`config.mk`:
```
export PLATFORM = sky130hd
export DESIGN_NAME = mem_sram_ctrl
export DESIGN_NICKNAME = d
export VERILOG_FILES = /design/src/rtl/mem_sram_ctrl.sv
export SDC_FILE = /design/constraint.sdc
export NUM_CORES = 1
export LEC_CHECK = 0
export CAP_MARGIN = 20
export CORE_MARGIN = 2
export CORE_UTILIZATION = 42
export CTS_CLUSTER_SIZE = 12
export DETAILED_ROUTE_END_ITERATION = 10
export HOLD_SLACK_MARGIN = 0.02
export PLACE_DENSITY_LB_ADDON = 0.08
export SYNTH_ARGS = -nofsm -noshare
export SYNTH_HDL_FRONTEND = slang
export SYNTH_SLANG_ARGS = --single-unit
```
`constraint.sdc`:
```
create_clock -name clk -period 2.85 [get_ports clk]
set_clock_uncertainty 0.05 [all_clocks]
set_input_delay 0.57 -clock clk [delete_from_list [all_inputs] [get_ports clk]]
set_output_delay 0.57 -clock clk [all_outputs]
set_load 0.05 [all_outputs]
```
`src/rtl/mem_sram_ctrl.sv`:
```
// ---------------------------------------------------------------------------
// mem_sram_ctrl
//   Memory-side responder for execute-stage loads and stores. Each 32-bit
//   word lives in an external asynchronous 16-bit SRAM as two half-words:
//   the low half at SRAM address {word,0} and the high half at {word,1}.
//   An access runs IDLE -> LOW -> HIGH -> DONE. Each half-access is held for
//   WAIT_CYCLES+1 cycles. ready stays low while an access is in flight.
//
// Parameters
//   ADDR_BASE   byte address mapped to SRAM word 0
//   WAIT_CYCLES extra cycles per half-access (0..15)
//   SRAM_AW     SRAM half-word address width (2..31)
//
// Ports
//   clk          clock, rising edge
//   rst          asynchronous reset, active-low
//   rd_en        load request
//   wr_en        store request (wins over rd_en)
//   address      byte address of the request
//   wr_data      store data
//   rd_data      load result, valid while ready=1 in DONE; held otherwise
//   ready        1 = no access in flight, 0 = freeze the pipeline
//   sram_addr    SRAM half-word address (holds between accesses)
//   sram_dq_out  SRAM write data
//   sram_dq_oe   drive enable for sram_dq_out
//   sram_dq_in   SRAM read data
//   sram_we_n    SRAM write strobe, active-low
// ---------------------------------------------------------------------------
module mem_sram_ctrl #(
    parameter int ADDR_BASE   = 1024,
    parameter int WAIT_CYCLES = 1,
    parameter int SRAM_AW     = 18
) (
    input  logic               clk,
    input  logic               rst,
    input  logic               rd_en,
    input  logic               wr_en,
    input  logic [31:0]        address,
    input  logic [31:0]        wr_data,
    output logic [31:0]        rd_data,
    output logic               ready,
    output logic [SRAM_AW-1:0] sram_addr,
    output logic [15:0]        sram_dq_out,
    output logic               sram_dq_oe,
    input  logic [15:0]        sram_dq_in,
    output logic               sram_we_n
);

    localparam logic [31:0] LP_BASE = 32'(ADDR_BASE);
    localparam logic [3:0]  LP_WAIT = 4'(WAIT_CYCLES);

    typedef enum logic [1:0] {
        S_IDLE,
        S_LOW,
        S_HIGH,
        S_DONE
    } state_t;

    state_t             r_state;
    state_t             w_next;

    logic [3:0]         r_wait;
    logic               r_is_wr;
    logic [31:0]        r_wdata;
    logic [31:0]        r_rd_data;
    logic [SRAM_AW-1:0] r_sram_addr;

    logic               w_req;
    logic               w_last;
    logic               w_ready;
    logic               w_we_n;
    logic               w_oe;
    logic [15:0]        w_dq;
    logic [31:0]        w_offset;
    logic               w_unused;

    assign w_req    = rd_en | wr_en;
    // 32-bit subtract with wrap; bits [1:0] select a byte and are dropped,
    // bits above the SRAM word range are truncated away.
    assign w_offset = address - LP_BASE;
    assign w_unused = &{1'b0, w_offset};

    // ---------------------------------------------------------------------
    // State register
    // ---------------------------------------------------------------------
    always_ff @(posedge clk or negedge rst) begin
        if (!rst) begin
            r_state <= S_IDLE;
        end else begin
            r_state <= w_next;
        end
    end

    // ---------------------------------------------------------------------
    // Next state and strobes. Strobes decode the state directly so that an
    // asynchronous reset releases the SRAM bus without waiting for a clock.
    // ---------------------------------------------------------------------
    always_comb begin
        w_next  = r_state;
        w_ready = 1'b0;
        w_we_n  = 1'b1;
        w_oe    = 1'b0;
        w_dq    = 16'h0000;
        w_last  = (r_wait == LP_WAIT);
        unique case (r_state)
            S_IDLE: begin
                // The request cycle itself already freezes the pipeline.
                w_ready = ~w_req;
                if (w_req) begin
                    w_next = S_LOW;
                end
            end
            S_LOW: begin
                w_we_n = ~r_is_wr;
                w_oe   = r_is_wr;
                w_dq   = r_is_wr ? r_wdata[15:0] : 16'h0000;
                if (w_last) begin
                    w_next = S_HIGH;
                end
            end
            S_HIGH: begin
                w_we_n = ~r_is_wr;
                w_oe   = r_is_wr;
                w_dq   = r_is_wr ? r_wdata[31:16] : 16'h0000;
                if (w_last) begin
                    w_next = S_DONE;
                end
            end
            S_DONE: begin
                // The requester advances on this edge; never re-serve here.
                w_ready = 1'b1;
                w_next  = S_IDLE;
            end
            default: begin
                w_next = S_IDLE;
            end
        endcase
    end

    // ---------------------------------------------------------------------
    // Access control: wait counter, operation, SRAM address, read capture
    // ---------------------------------------------------------------------
    always_ff @(posedge clk or negedge rst) begin
        if (!rst) begin
            r_wait      <= 4'd0;
            r_is_wr     <= 1'b0;
            r_rd_data   <= 32'h0;
            r_sram_addr <= '0;
        end else begin
            unique case (r_state)
                S_IDLE: begin
                    r_wait <= 4'd0;
                    if (w_req) begin
                        r_is_wr     <= wr_en;
                        r_sram_addr <= {w_offset[SRAM_AW:2], 1'b0};
                    end
                end
                S_LOW: begin
                    if (w_last) begin
                        r_wait         <= 4'd0;
                        r_sram_addr[0] <= 1'b1;
                        if (!r_is_wr) begin
                            r_rd_data[15:0] <= sram_dq_in;
                        end
                    end else begin
                        r_wait <= r_wait + 4'd1;
                    end
                end
                S_HIGH: begin
                    if (w_last) begin
                        r_wait <= 4'd0;
                        if (!r_is_wr) begin
                            r_rd_data[31:16] <= sram_dq_in;
                        end
                    end else begin
                        r_wait <= r_wait + 4'd1;
                    end
                end
                S_DONE: begin
                    r_wait <= 4'd0;
                end
                default: begin
                    r_wait <= 4'd0;
                end
            endcase
        end
    end

    // ---------------------------------------------------------------------
    // Store data capture (data only, no reset needed; gated by the strobes)
    // ---------------------------------------------------------------------
    always_ff @(posedge clk) begin
        if (r_state == S_IDLE && w_req) begin
            r_wdata <= wr_data;
        end
    end

    assign ready       = w_ready;
    assign rd_data     = r_rd_data;
    assign sram_addr   = r_sram_addr;
    assign sram_dq_out = w_dq;
    assign sram_dq_oe  = w_oe;
    assign sram_we_n   = w_we_n;

endmodule

```
== Yosys cells after proc, flatten, opt, wreduce, memory -nomap -nowiden ==
Index checks and enable logic that the tools add are counted.
Cells by class
  add/subtract/negate cells: 2
  multiply operators: 0
  divide/modulo/power cells: 0
  magnitude comparators: 0
  equality and inequality tests: 7
  shift-type cells: 0
  mux-type cells: 15
  bitwise operators: 3
  reduce and logical (&&, ||, !) cells: 10
Operators by type and width (number)
  two-way mux 16 bit: 2
  one-hot mux 16 bit (2 select lines): 1
  subtractor 19 x 11 -> 19 bit (second input constant): 1
  AND reduction 3 bit: 4
  one-hot mux 2 bit (4 select lines): 1
  one-hot mux 4 bit (2 select lines): 1
  two-way mux 2 bit: 3
  inequality test 2 bit (second input constant): 3
  adder 4 x 1 -> 4 bit (second input constant): 1
  == test 2 bit (second input constant): 2
  == test 4 x 1 -> 1 bit (second input constant): 1
  two-way mux 1 bit: 4
  two-way mux 4 bit: 1
  one-hot mux 1 bit (2 select lines): 2
  OR reduction 2 bit: 2
  == test 2 x 1 -> 1 bit (second input constant): 1
  logical NOT 2 bit: 1
  inverter 1 bit: 2
  AND reduction 2 bit: 1
  nonzero test 2 bit: 1
  logical AND 1 bit: 1
  bitwise OR 1 bit: 1
Word-level totals
  flip-flop bits (word level): 89
  bits in latches: 0
  RAM bits: 0
  memory bits (read-only): 0
  output and inout bits: 69
  memories: 0

== Depth between registers and ports, before layout ==
Gate-level depths: netlist (run 1).
  depth in word-level cells: 3
  mapped depth: 7

== Worst setup path after synthesis (run 1) ==
No wires, ideal clock.
  path type: register to output
  from: register r_state[0]
  to: output sram_dq_out[0]
  arrival time: 2.106 ns
  data required time: 2.230 ns
  slack: 0.124 ns
  cell stages (with the launch flop): 6
  buffers on the path: 1
  cells stage by stage: dfrtp_1 > inv_1 > ha_1 > nand2_1 > clkbuf_1 > nor2_1
On the way
  longest elaborated chain between the ends: 2
  elaborated cells on any way between the ends: 3
RTL lines
  start, declared: RTL line 59  | state_t r_state;
  start signal, assigned: RTL line 90  | r_state <= w_next;
  == test 2 bit or == test 2 x 1 -> 1 bit (tied branches): RTL line 105  | unique case (r_state)
  one-hot mux 16 bit (2 select lines) *: RTL line 105
  end, declared: RTL line 43  | output logic [15:0] sram_dq_out,
Every way passes the cells marked *; elsewhere a longest branch is shown, timed or not.

== Worst setup path in the final report (run 1) ==
  from: register r_state[0]
  to: output ready
On the way
  longest elaborated chain between the ends: 2
  elaborated cells on any way between the ends: 3
RTL lines
  == test 2 bit or logical NOT 2 bit (tied branches): RTL line 105
  one-hot mux 1 bit (2 select lines) *: RTL line 105
  end, declared: RTL line 41  | output logic ready,
Marked as above.

==> results of run 1 <==
-- final timing paths --
path                                    from      endpoint  slack (ns)
min in group clk                sram_addr[3]  sram_addr[3]        0.43
worst max register to register    r_state[0]    r_state[1]        0.84
worst min-delay path                     rst   rd_data[20]        0.29
max in group asynchronous                rst  sram_addr[4]        1.98
worst max-delay path              r_state[0]         ready        0.17
worst min register to register  sram_addr[3]  sram_addr[3]        0.43
-- report_power, final --
part / internal, W / switching, W
combinational: 0.00152 / 0.00253
clock: 0.000503 / 0.000432
sequential: 0.00187 / 0.000239
total: 0.00389 / 0.00320
-- metrics by stage --
stage / util, % / power, W / std cells / instance area, µm² / hold WS (ns)
after floorplan: - / 0.00463 / 262 / 3550 / 0.224
after global placement: 63.9 / 0.00616 / 503 / 5250 / 0.407
after detailed placement: 63.9 / 0.00622 / 503 / 5250 / 0.412
after CTS: 66.6 / 0.00717 / 519 / 5470 / 0.314
after global routing: 66.6 / 0.00747 / 519 / 5470 / 0.340
final: 66.6 / 0.00710 / 519 / 5470 / 0.289
-- critical path: stages (launching register included) --
cell	delay (ns)
dfrtp_1	0.41
inv_1	0.11
ha_1	0.23
or3b_2	0.51
a21oi_1	0.27
buf_12	0.18
-- layout make-up --
cell class,count,area [µm²],area share (%)
well taps,105,131,2.40
flip-flops and latches,89,2390,43.6
clock inverters,3,46.3,0.846
inverters,8,30.0,0.549
clock buffers,13,179,3.27
multi-input cells,156,1090,20.0
repair buffers,145,1600,29.3
-- kinds of logic after synthesis --
family / Yosys count
simple gates: 75
flops: 89
mux: 33
compound gates: 37
buf+inv: 17
fa+ha+maj: 7
xor+xnor: 4
-- routing by layer --
layer | up-vias | part of all wire (%)
met1 | 1218 | 42
met5 | - | 0
met2 | 92 | 47
met4 | 0 | 1.4
li1 | 1223 | -
met3 | 9 | 8.8
-- flip-flops by register name, indices dropped and copies added, names as in the netlist --
name	flops
r_is_wr	1
r_wdata	32
r_wait	4
sram_addr	18
rd_data	32
r_state	2
-- layout by cell type (no fill, tap or decap), drive strengths merged --
cell	instances
clkinvlp	1
or3	3
a31oi	5
mux2	33
xnor2	4
edfxtp	32
ha	7
nand3	1
a22oi	16
inv	7
bufinv	1
o21ai	8
clkinv	2
a211oi	1
or3b	3
clkbuf	13
and2	1
nor4b	1
buf	28
dfrtp	57
o31ai	3
nand2	35
clkdlybuf4s50	117
or4	3
a21oi	4
nor2	26
nor3b	2
==> reports/results.ini, run 1 <==
[status]
status = finished clean

[clock_tree]
cts_max_path_buffers = 2
cts_setup_buffers = 0
clock_sinks = 89
postCtsHoldBufs = 0
htree_levels = 3
clkSlewWorstSetupHoldPaths_ns = 0.09
numCtsBuffers = 9
root_buffer = clkbuf_8
cts_resized = 0
clk_latency_ns = 0.34
cts_tree = built

[floorplanning]
die_h_um = 95.9
io_pins = 153
num_rows = 33
coreArea_um2 = 8220
start_util_pct = 43.2
die_w_um = 95.9
dieArea_um2 = 9200

[finish]
syn2layout_area_growth_pct = 54.2
drive_above_1_share_pct = 20.3
n_antenna_cell = 0
fin_nets = 500
fillers = 620

[route]
ant_nets = 0
num_vias = 2542
first_pass_iters = 4
drc = 0
wl_per_cell_um = 15.4
drt_iter0_markers = 59
routed_wirelength_um = 8020
routed_via_density = 4.90

[synthesis]
syn_area_per_cell_um2 = 13.5
synth.top_cell.area_share_pct = 40.2
muxShareOfSynthArea_pct = 10.5
async_flop_share_pct = 64.0
synth_edf_count = 32
synth-simple-area-share_pct = 10.0
synth-seq-cells = 89
yosys.area_share.adder_pct = 2.47
synth_area_leaders = dfrtp_1 40%, edfxtp_1 27%, mux2_2 10%
yosys-top-cells-count = 57 x dfrtp_1, 33 x mux2_2, 33 x nand2_1, 32 x edfxtp_1, 26 x nor2_1
yosys_warnings = 0
synth_area_um2 = 3550
synth_compound_area_share_pct = 6.91
ys_seq_area_share_pct = 67.3
dominantRegCellSynth = dfrtp_1
synth_top_family_by_area = multiplexers
synth.most_common_cell = dfrtp_1
syn_inst = 262
synth_cell_types = 29
synth_top_area_cell = dfrtp_1
synthXorXnorAreaFrac_pct = 0.987
syn_nets = 353

[global_routing]
globalRouteMet2Util_pct = 29.5
grtUsageTotal_pct = 18.3
grt_max_degree = 58
top_usage_layer = met2
grt_overflow = 0
grt_use_met1_pct = 22.3
antenna_found_initial = 0
grt_pass1_vias = 2512
grt_pass1_wl_um = 12400
grt.met3_usage_pct = 7.36

[sta]
fin_setup_tns_ns = 0
fin_ws_ns = 0.170
max_freq_ghz = 0.373
setup-violations-final = 0
finalCritPeriodShare_pct = 94.0
rsz0062_at_grt = false
slew_viol_final = 0
slew_headroom_pct = 52.4
tightest_slew_ns = 0.713
hold_viol = 0
layout_min_cycle_time_ns = 2.68

[min_path]
hold_class = primary input to asynchronous set/reset pin

[placement]
dp_slack_ns = 0.222
port_buffers = 137
hpwl_um = 5810
routabilityCongestion = 0.768

[worst_setup_path]
reg2regPathDepth = 6
worst-setup-path-type = register to output pin
cp.arrival_ns = 2.06
worstPathMaxFanout = 4
cp.required_ns = 2.23
endpoint_kind = output pin
crit_path_start_kind = register

[power_and_ir_drop]
p_leak_nw = 2.20
power.density_nw_per_um2 = 1300
vdd_ir_drop_max_mv = 0.700

[job]
drv_cap = 0

Note: power is estimated with default switching activity, not from simulation.
==> run 2: changes to the inputs <==
--- a/config.mk
+++ b/config.mk
@@ -6,8 +6,10 @@
 export NUM_CORES = 1
 export LEC_CHECK = 0
 export CAP_MARGIN = 20
+export CELL_PAD_IN_SITES_DETAIL_PLACEMENT = 1
+export CELL_PAD_IN_SITES_GLOBAL_PLACEMENT = 2
 export CORE_MARGIN = 2
-export CORE_UTILIZATION = 42
+export CORE_UTILIZATION = 26
 export CTS_CLUSTER_SIZE = 12
 export DETAILED_ROUTE_END_ITERATION = 10
 export HOLD_SLACK_MARGIN = 0.02
==> run 2 against run 1 <==
Non-clock buffer count fell by 1. Global-route usage decreased by 4.6 points. Clock-buffer cell count shrank 1. Combinational power up 2%. Cell count is 13% higher. Flip-flop and latch count unchanged. Via count up 0.98%. Worst setup slack better by 0.051 ns. Clock power grew 22%.
==> reports/results.ini, run 2 (synthesis results as in run 1) <==
[floorplanning]
die_h_um = 121  ; +26%
num_rows = 42  ; +27%
start_util_pct = 26.7  ; -16 points
coreArea_um2 = 13300  ; +62%
dieArea_um2 = 14600  ; +59%
die_w_um = 121  ; +26%
io_pins = 153  ; unchanged

[sta]
finalCritPeriodShare_pct = 92.2  ; -1.8 points
slew_viol_final = 0  ; unchanged
rsz0062_at_grt = false
fin_ws_ns = 0.221  ; +0.0511 ns
max_freq_ghz = 0.380  ; +1.9%
hold_slack_ns = 0.343  ; +0.0543 ns
tightest_slew_ns = 0.749  ; +0.0358 ns
layout_min_cycle_time_ns = 2.63  ; -0.0511 ns
setup-violations-final = 0  ; unchanged
fin_setup_tns_ns = 0  ; unchanged
slew_headroom_pct = 50.1  ; -2.4 points
hold_viol = 0  ; unchanged

[min_path]
hold_class = primary input to asynchronous set/reset pin

[placement]
dp_cells = 573  ; +14%
dp_slack_ns = 0.251  ; +0.0294 ns
place_area_um2 = 5370  ; +2.3%
routabilityCongestion = 0.667  ; -13%
port_buffers = 137  ; unchanged
hpwl_um = 6850  ; +18%

[worst_setup_path]
worst-setup-path-type = register to output pin
cp.arrival_ns = 2.01  ; -0.05 ns
worstPathMaxFanout = 4  ; unchanged
endpoint_kind = output pin
cp.required_ns = 2.23  ; about the same
crit_path_start_kind = register
reg2regPathDepth = 5  ; -1

[finish]
finish.instance_area_um2 = 5660  ; +3.4%
final_cell_mix = 117 x clkdlybuf4s50_1, 57 x dfrtp_1, 33 x mux2_2, 32 x nand2_1, 32 x edfxtp_1
fillers = 1408  ; +130%
layout_commonest_cell = clkdlybuf4s50_1
syn2layout_area_growth_pct = 59.5
fin_nets = 499  ; -0.20%
n_antenna_cell = 0  ; unchanged
final_cell_count_no_fill = 588  ; +13%
drive_above_1_share_pct = 20.1  ; -0.14 points

[global_routing]
antenna_found_initial = 0  ; unchanged
grt_pass1_vias = 2843  ; +13%
grt_pass1_wl_um = 15000  ; +21%
grt_max_degree = 58  ; unchanged
grtUsageTotal_pct = 13.7  ; -4.6 points
grt_overflow = 0  ; unchanged

[route]
wl_per_cell_um = 16.0  ; +3.6%
routed_via_density = 4.37  ; -11%
first_pass_iters = 5  ; +1
ant_nets = 0  ; unchanged
drt_iter0_markers = 81  ; +37%
drc = 0  ; unchanged
routed_wirelength_um = 9410  ; +17%
num_vias = 2567  ; +0.98%

[clock_tree]
clk_latency_ns = 0.33  ; about the same
clock_sinks = 89  ; unchanged
root_buffer = clkbuf_16
cts_tree = built
cts_setup_buffers = 0  ; unchanged
numCtsBuffers = 9  ; unchanged
cts_max_path_buffers = 2  ; unchanged
clkSlewWorstSetupHoldPaths_ns = 0.06  ; -0.03 ns
htree_levels = 3  ; unchanged
postCtsHoldBufs = 0  ; unchanged

[power_and_ir_drop]
vdd_ir_drop_max_mv = 0.582  ; -17%
power.density_nw_per_um2 = 1310  ; +0.93%
p_leak_nw = 2.24  ; +1.9%

[job]
drv_cap = 0  ; unchanged

[status]
status = finished clean

## run 2: cell count changes in the layout (fill, tap and decap cells not counted), moves of 3 or more
cell       previous run  this run
buf_12               18        21
buf_4                 9         5
clkbuf_16             0        10
clkbuf_8             13         1
## run 2: repair_timing
| action | in CTS | in global routing |
|---|---|---|
| gates resized for setup | 0 | 1 |
| endpoints found under the setup margin | 0 | 2 |
| endpoints found under the hold margin | 0 | 0 |
## run 2: power breakdown
group          switching [W]  internal [W]
Sequential          0.000246       0.00187
Combinational        0.00258       0.00156
Clock               0.000477      0.000665
Total                0.00331       0.00410
## run 2: through the flow
| stage | util, % | power [W] |
|---|---|---|
| floorplan | - | 0.00463 |
| global placement | 40.4 | 0.00630 |
| detailed placement | 40.4 | 0.00635 |
| CTS | 42.5 | 0.00754 |
| global route | 42.6 | 0.00784 |
| finish | 42.6 | 0.00740 |
## run 2: layout make-up
cell class / count / area [µm²] / area share (%)
inverters: 8 / 30.0 / 0.531
multi-input cells: 156 / 1100 / 19.4
flip-flops and latches: 89 / 2390 / 42.2
clock inverters: 3 / 22.5 / 0.398
well taps: 176 / 220 / 3.89
clock buffers: 12 / 268 / 4.73
repair buffers: 144 / 1630 / 28.9
## run 2: path summary, 6_finish.rpt
path | to | startpoint | slack, ns
worst min register to register | sram_addr[8] | sram_addr[8] | 0.43
max in group asynchronous | sram_addr[12] | rst | 1.92
min in group clk | sram_addr[8] | sram_addr[8] | 0.43
worst min-delay path | sram_addr[0] | rst | 0.34
worst max-delay path | ready | r_state[0] | 0.22
worst max register to register | r_state[1] | r_state[0] | 0.92
## run 2: worst max-delay path: stages (launching register included)
cell     delay (ns)
dfrtp_1        0.40
inv_1          0.11
ha_1           0.23
or3b_2         0.49
a21oi_1        0.27
buf_12         0.18
## run 2: layer usage
metal	track usage, %	up-vias	part of all wire [%]	wire (µm)
met4	6.03	0	1.9	182
met1	15.7	1263	40	3800
met2	22.7	73	50	4740
li1	-	1218	-	-
met5	0	-	0	0
met3	5.19	13	7.3	683
